==> src/rtl/loader_pkg.sv <==
// rtl/loader_pkg.sv - shared constants and state encoding for instruction_loader
package loader_pkg;

  localparam int BYTES_PER_WORD = 4;
  localparam int BYTE_CNT_W     = 2;

  typedef logic [2:0] state_t;

  localparam logic [2:0] ST_IDLE  = 3'd0;
  localparam logic [2:0] ST_COUNT = 3'd1;
  localparam logic [2:0] ST_BYTES = 3'd2;
  localparam logic [2:0] ST_WRITE = 3'd3;
  localparam logic [2:0] ST_CHECK = 3'd4;
  localparam logic [2:0] ST_DONE  = 3'd5;
  localparam logic [2:0] ST_ERR   = 3'd6;

endpackage

==> src/rtl/loader_word_assembler.sv <==
// rtl/loader_word_assembler.sv - MSB-first byte-to-word shift register with byte counter
module loader_word_assembler
  import loader_pkg::*;
(
  input  logic        clk,
  input  logic        rst_n,
  input  logic        clear,
  input  logic        shift_en,
  input  logic [7:0]  byte_in,
  output logic [31:0] word,
  output logic        word_full
);

  logic [31:0]           shift_q;
  logic [BYTE_CNT_W-1:0] byte_cnt;

  // word is the value including the byte being accepted now, so the top can
  // capture a complete word on the same edge that takes the 4th byte
  assign word      = {shift_q[23:0], byte_in};
  assign word_full = shift_en && (byte_cnt == BYTE_CNT_W'(BYTES_PER_WORD - 1));

  always_ff @(posedge clk or negedge rst_n) begin
    if (!rst_n) begin
      shift_q  <= '0;
      byte_cnt <= '0;
    end else if (clear) begin
      shift_q  <= '0;
      byte_cnt <= '0;
    end else if (shift_en) begin
      shift_q  <= word;
      byte_cnt <= byte_cnt + BYTE_CNT_W'(1);
    end
  end

endmodule

==> src/rtl/instruction_loader.sv <==
// rtl/instruction_loader.sv - byte-stream program loader; LOADER_CHECKSUM_EN adds a trailing sum byte
module instruction_loader
  import loader_pkg::*;
#(
  parameter int ADDR_W = 5
) (
  input  logic              clk,
  input  logic              rst_n,
  input  logic              start,
  input  logic              byte_valid,
  input  logic [7:0]        byte_data,
  output logic              byte_ready,
  output logic              write_ins,
  output logic [ADDR_W-1:0] ins_address,
  output logic [31:0]       ins,
  output logic              busy,
  output logic              done,
  output logic              error,
  output logic              cpu_hold
);

  localparam int MAX_WORDS = 1 << ADDR_W;

  state_t            state;
  logic [ADDR_W:0]   count_r;
  logic [ADDR_W-1:0] addr;
  logic              xfer;
  logic              asm_clear;
  logic              asm_shift;
  logic [31:0]       asm_word;
  logic              asm_full;
  logic              count_bad;
  logic              last_word;

  assign byte_ready = (state == ST_COUNT) || (state == ST_BYTES) || (state == ST_CHECK);
  assign xfer       = byte_valid && byte_ready;
  assign write_ins  = (state == ST_WRITE);
  assign busy       = (state == ST_COUNT) || (state == ST_BYTES) ||
                      (state == ST_WRITE) || (state == ST_CHECK);
  assign done       = (state == ST_DONE);
  assign error      = (state == ST_ERR);
  assign cpu_hold   = (state != ST_DONE);

  assign count_bad  = (byte_data == 8'd0) || (int'(byte_data) > MAX_WORDS);
  assign last_word  = (({1'b0, addr} + (ADDR_W+1)'(1)) == count_r);
  assign asm_clear  = (state == ST_COUNT) && xfer;
  assign asm_shift  = (state == ST_BYTES) && xfer;

  loader_word_assembler u_asm (
    .clk       (clk),
    .rst_n     (rst_n),
    .clear     (asm_clear),
    .shift_en  (asm_shift),
    .byte_in   (byte_data),
    .word      (asm_word),
    .word_full (asm_full)
  );

`ifdef LOADER_CHECKSUM_EN
  logic [7:0] sum;

  always_ff @(posedge clk or negedge rst_n) begin
    if (!rst_n) begin
      sum <= 8'd0;
    end else if (asm_clear) begin
      sum <= 8'd0;
    end else if (asm_shift) begin
      sum <= sum + byte_data;
    end
  end
`endif

  always_ff @(posedge clk or negedge rst_n) begin
    if (!rst_n) begin
      state       <= ST_IDLE;
      count_r     <= '0;
      addr        <= '0;
      ins_address <= '0;
      ins         <= '0;
    end else begin
      case (state)
        ST_IDLE, ST_DONE, ST_ERR: begin
          if (start) begin
            state <= ST_COUNT;
            addr  <= '0;
          end
        end
        ST_COUNT: begin
          if (xfer) begin
            if (count_bad) begin
              state <= ST_ERR;
            end else begin
              count_r <= byte_data[ADDR_W:0];
              addr    <= '0;
              state   <= ST_BYTES;
            end
          end
        end
        ST_BYTES: begin
          // ins/ins_address are only touched here so they hold after the strobe
          if (asm_full) begin
            ins         <= asm_word;
            ins_address <= addr;
            state       <= ST_WRITE;
          end
        end
        ST_WRITE: begin
          addr <= addr + ADDR_W'(1);
          if (last_word) begin
`ifdef LOADER_CHECKSUM_EN
            state <= ST_CHECK;
`else
            state <= ST_DONE;
`endif
          end else begin
            state <= ST_BYTES;
          end
        end
        ST_CHECK: begin
`ifdef LOADER_CHECKSUM_EN
          if (xfer) begin
            state <= (byte_data == sum) ? ST_DONE : ST_ERR;
          end
`else
          state <= ST_ERR;
`endif
        end
        default: state <= ST_IDLE;
      endcase
    end
  end

endmodule

==> config.mk <==
export PLATFORM = sky130hd
export DESIGN_NAME = instruction_loader
export DESIGN_NICKNAME = d
export VERILOG_FILES = /design/src/rtl/loader_pkg.sv /design/src/rtl/loader_word_assembler.sv /design/src/rtl/instruction_loader.sv
export SDC_FILE = /design/constraint.sdc
export NUM_CORES = 1
export LEC_CHECK = 0
export ABC_AREA = 1
export BUFFER_PORTS_ARGS = -buffer_cell sky130_fd_sc_hd__buf_4
export CAP_MARGIN = 5
export CORE_UTILIZATION = 35
export DETAILED_ROUTE_END_ITERATION = 16
export PLACE_DENSITY = 0.51
export SKIP_CTS_REPAIR_TIMING = 1
export SLEW_MARGIN = 40
export SYNTH_ARGS = -nofsm -noshare
export SYNTH_HDL_FRONTEND = slang
export SYNTH_SLANG_ARGS = --single-unit
==> constraint.sdc <==
create_clock -name clk -period 2.66 [get_ports clk]
set_clock_uncertainty 0.1 [all_clocks]
set_input_delay 0.266 -clock clk [delete_from_list [all_inputs] [get_ports clk]]
set_output_delay 0.266 -clock clk [all_outputs]
set_load 0.005 [all_outputs]
# ---- Yosys cells after proc, flatten, opt, wreduce, memory -nomap -nowiden
# Index checks and enable logic that the tools add are counted.
dict set report totals {
  elab_cells 57
  out_inout_bits 43
  ff_bits 77
}
dict set report op_classes {
  eq_ne 13
  addsub 3
  reduce_logical 18
  bitwise_logic 1
  order_cmp 1
  mux 14
}
# op n
set op_table {}
lappend op_table {{24-bit 2-to-1 mux} 2}
lappend op_table {{3-bit 2-to-1 mux} 5}
lappend op_table {{5-bit 2-to-1 mux} 3}
lappend op_table {{3-bit case mux with 5 select lines} 1}
lappend op_table {{5-bit case mux with 3 select lines} 1}
lappend op_table {{3-bit == test, second input constant} 3}
lappend op_table {{8-bit by 6-bit greater-than comparator with 1-bit output, second input constant} 1}
lappend op_table {{8-bit logical NOT} 1}
lappend op_table {{2-bit != test, second input constant} 4}
lappend op_table {{5-bit by 1-bit adder with 6-bit output, second input constant} 1}
lappend op_table {{3-bit by 2-bit == test with 1-bit output, second input constant} 2}
lappend op_table {{6-bit == test} 1}
lappend op_table {{3-bit AND reduction} 2}
lappend op_table {{5-bit by 1-bit adder with 5-bit output, second input constant} 1}
lappend op_table {{1-bit logical OR} 5}
lappend op_table {{1-bit logical AND} 4}
lappend op_table {{2-bit 2-to-1 mux} 2}
lappend op_table {{4-bit AND reduction} 1}
lappend op_table {{3-bit by 1-bit == test with 1-bit output, second input constant} 1}
lappend op_table {{3-bit logical NOT} 1}
lappend op_table {{3-bit != test, second input constant} 1}
lappend op_table {{3-bit nonzero test} 1}
lappend op_table {{3-bit OR reduction} 1}
lappend op_table {{2-bit by 1-bit adder with 2-bit output, second input constant} 1}
lappend op_table {{4 further kinds} 4}

# ---- Depth between registers and ports, before layout
dict set report logic_depth {
  ltp_word 8
  mapped_depth 13
}

# ---- Hierarchy
# A second synthesis with hierarchy kept.
dict set report unflattened {
  cells_unflattened 362
  area_unflattened_um2 3788.6
}
# module cells_per_inst n_inst area_per_inst_um2
set by_module_without_submodules {}
lappend by_module_without_submodules {instruction_loader 237 1 2523.7}
lappend by_module_without_submodules {loader_word_assembler 125 1 1265.0}

# ---- Worst setup path before layout
# Ideal clock, no wire load.
dict set report synth_path {
  kind {register to register}
  start {register addr[0]}
  end {register state[2]}
  path_slack_ps 1104
  t_arrival_ps 1391
  t_required_ps 2495
  setup_ps 65
  stages_incl_launch_ff 11
  path_cell_list {dfrtp_1 > ha_1 > xnor2_1 > nand2_1 > nor2_1 > nand3_1 > nor2_1 > nand2_1 > nand2_1 > nand2_1 > nand2_1}
}
dict set report synth_between {
  elab_chain_cells 4
}
# item line_no
set synth_rtl {}
lappend synth_rtl {{start, declared} instruction_loader.sv:26} ;# logic [ADDR_W-1:0] addr;
lappend synth_rtl {{start signal, assigned} instruction_loader.sv:108} ;# addr <= addr + ADDR_W'(1);
lappend synth_rtl {{5-bit by 1-bit adder with 6-bit output} instruction_loader.sv:45} ;# assign last_word = (({1'b0, addr} + (ADDR_W+1)'(1)) == count_r);
lappend synth_rtl {{6-bit == test} instruction_loader.sv:45}
lappend synth_rtl {{3-bit 2-to-1 mux} instruction_loader.sv:109} ;# if (last_word) begin
lappend synth_rtl {{3-bit case mux with 5 select lines} instruction_loader.sv:81} ;# case (state)
lappend synth_rtl {{end signal, assigned} instruction_loader.sv:84} ;# state <= ST_COUNT;
lappend synth_rtl {{end signal, assigned} instruction_loader.sv:113} ;# state <= ST_DONE;
lappend synth_rtl {{end signal, assigned} instruction_loader.sv:116} ;# state <= ST_BYTES;
lappend synth_rtl {{end, declared} instruction_loader.sv:24} ;# state_t state;
# Every way passes these cells.
# A chain may end at the register's enable or synchronous reset.

# ---- Worst setup path after layout
dict set report layout_path {
  start {register state[1]}
  end {output busy}
}
dict set report layout_between {
  elab_chain_cells 4
  word_cells_on_any_way 7
  classes_between {eq/ne: 4; reduce/logical: 3}
}
# item line_no
set layout_rtl {}
lappend layout_rtl {{start signal, assigned} instruction_loader.sv:75} ;# state <= ST_IDLE;
lappend layout_rtl {{start signal, assigned} instruction_loader.sv:84}
lappend layout_rtl {{start signal, assigned} instruction_loader.sv:91} ;# state <= ST_ERR;
lappend layout_rtl {{3-bit by 1-bit == test with 1-bit output or 3-bit by 2-bit == test with 1-bit output (tied branches)} instruction_loader.sv:38} ;# assign busy = (state == ST_COUNT) || (state == ST_BYTES) ||
lappend layout_rtl {{1-bit logical OR (2 in a row)} instruction_loader.sv:38}
lappend layout_rtl {{1-bit logical OR (*)} instruction_loader.sv:39} ;# (state == ST_WRITE) || (state == ST_CHECK);
lappend layout_rtl {{end, declared} instruction_loader.sv:16} ;# output logic busy,
# Mark *: on every way between the ends. The rest lies on a longest branch, timed or not.

==> results.md <==
- First-pass GRT wire length: 11.6 mm
- Status: complete, no violations
- CP arrival: 1730 ps
- Maximum vdd drop: 0.000405 V
- Via Count: 2457
- Yosys cell types: 26
- First-pass DRT Iterations: 4
- GR Util met3: 0.0411
- Critical-path top delay cell: dfrtp_1
- Worst slew pin tran: 716 ps
- Min Tclk post-route: 2100 ps
- Root buf cell: clkbuf_8
- Placement Cell Area: 0.00376 sq mm
- Kind of critical path: register to output pin
- Worst flop-to-flop path endpoint: u_asm.shift_q[8]
- CP cell instances: inv_2, nor2_4, nand2_2, nand2_1, nor2_1, o21ai_0, buf_4
- Clk buf depth: 2
- CTS sink cnt: 77
- Final GP Congestion: 0.783
- Antenna violations before repair: 0
- Sum of negative setup slack: 0 ps
- RSZ-0062 raised after global routing: no
- Clk slew on worst S/H paths: 80 ps
- Post-synth EDFFs: 0
- Maximum number of pins on one net before global-route repair: 78
- Setup crit start kind: register
- Final setup viols: 0
- Initial DRC count: 124
- Fin util: 0.445
- Starting Density: 0.367
- Max incr delay on CP: 450 ps
- Yosys reg bits: 77
- CTS buffer count: 9
- FF-to-FF Start: state[2]
- Drt drc: 0
- Core Area: 0.00889 sq mm
- Fin crit share: 0.789
- Critical Path End: busy
- Total grt overflow: 0
- Rows: 34
- H-tree levels: 3
- Fill cells: 899
- Max-Slew Margin vs Limit: 0.523
- IO Count: 55
- Max Freq: 476 MHz
- Worst setup startpoint: state[1]
- Pleak: 0.00201 uW
- Post-route ant nets: 0
- Post-synthesis sequential area ratio: 0.590
- CTS tree: built
- Flop2flop setup slack: 780 ps
- Final wirelength: 6.95 mm
- I/O Buffers: 54
- Cell count after synthesis: 355
- Most common cell after layout, fill and taps aside: nand2_1
- Syn Area/Cell: 9.20 sq um
- GRT met1 Usage: 0.220
- Final hold vios: 0
- Top FF cell, synth: dfrtp_1
- Wire per inst: 13.3 um
- Die area: 0.00972 sq mm
- Area of the multi-input gates: 0.00105 sq mm
- Reg area: 0.00193 sq mm
- MaxCap Viol Count: 0
- Worst Path Max Fanout: 5
- Die width: 98.6 um
- Share of cells above drive strength 1: 0.217
- Final Max Tran Viols: 0
- P per Cell Area: 1020 mW/mm^2
- Post-Syn Area: 0.00327 sq mm
- Via density: 4.71
- Final Cell Area: 0.00395 sq mm
- Die Span Y: 98.6 um
- Worst-Skew Late Latency: 340 ps
- Ys async rst share: 1.00
- Worst reg2reg path depth: 6
- GRT met2 Usage: 0.223
- Hold WC Path Type: input pin to register
- Syn_nets: 369
- Number of diodes: 0
- WP data required: 2290 ps
- Total track usage: 0.154
- Commonest non-fill, non-tap cells in the layout: 98 x nand2_1, 77 x dfrtp_1, 54 x buf_4
- Vias in the first global route: 2319
- DP HPWL: 4.58 mm
- Synth warn: 0
- GRT busiest layer: met2
- Final #Nets: 424
- P&R area growth vs syn: 21.0%
- Worst setup EP type: output pin
==> metal layers <==
metal  up-vias  share of wire
met3        11          0.037
li1       1259              -
met5         -              0
met1      1143           0.51
met4         0          0.015
met2        44           0.44
==> registers in the layout (all words and copies together), names as in the netlist <==
signal / count
addr: 5
count_r: 6
ins: 32
ins_address: 5
state: 3
u_asm.byte_cnt: 2
u_asm.shift_q: 24
==> kinds of logic after synthesis <==
| group | after synthesis | synth area share |
|---|---|---|
| and+or+nand+nor | 132 | 0.172 |
| DFF | 77 | 0.590 |
| AOI/OAI and AO/OA | 75 | 0.136 |
| buffers and inverters | 67 | 0.0873 |
| adders and majority gates | 2 | 0.00766 |
| xor gates and xnor gates | 1 | 0.00268 |
| muxes | 1 | 0.00459 |
==> worst min path at each step <==
stage	cells past startpoint	endpoint	startpoint	slack, ps
3_5_place_dp	1	addr[4]	rst_n	260
3_3_place_gp	2	ins[22]	ins[22]	370
6_report	3	ins[7]	byte_data[7]	100
2_1_floorplan	0	addr[0]	rst_n	-130
4_1_cts	1	state[2]	rst_n	-130
5_1_grt	3	ins[7]	byte_data[7]	90
==> worst max-delay path: cells and delay by family, from the launching register on <==
family | cells | cell delay (ps)
compound gates | 1 | 180
buf+inv | 2 | 300
flops | 1 | 450
simple gates | 4 | 460
==> layout make-up <==
cell class / count / share of cell area
Inverter: 54 / 0.0513
Timing Repair Buffer: 57 / 0.113
Tap cell: 108 / 0.0342
Clock buffer: 9 / 0.0313
Sequential cell: 77 / 0.487
Clock inverter: 6 / 0.0161
Multi-Input combinational cell: 211 / 0.267
==> synth_stat cells (3+ instances only) <==
cell type / number / area, sq um
o22ai_1: 24 / 150
o21ai_2: 6 / 52.6
nand2_1: 98 / 368
a21oi_1: 3 / 15.0
nor2_1: 8 / 30.0
buf_2: 9 / 45.0
nand3_1: 11 / 55.1
o21ai_0: 3 / 15.0
o21ai_1: 37 / 185
dfrtp_1: 77 / 1930
nand2_2: 3 / 18.8
inv_1: 52 / 195
nand4_1: 5 / 31.3
==> where the power goes <==
| group | internal, uW | switching [uW] |
|---|---|---|
| Clock | 428 | 437 |
| Sequential | 1550 | 216 |
| Combinational | 600 | 799 |
==> metrics by stage <==
stage               power, uW  worst slack (ps)  std cells  hold WS [ps]
floorplan                2650              1100        355          -130
global placement         3180               829        506           373
detailed placement       3190               800        506           260
CTS                      4080               550        521          -131
global route             4350               416        522          87.1
finish                   4030               560        522           100
(Power assumes the default switching activity.)
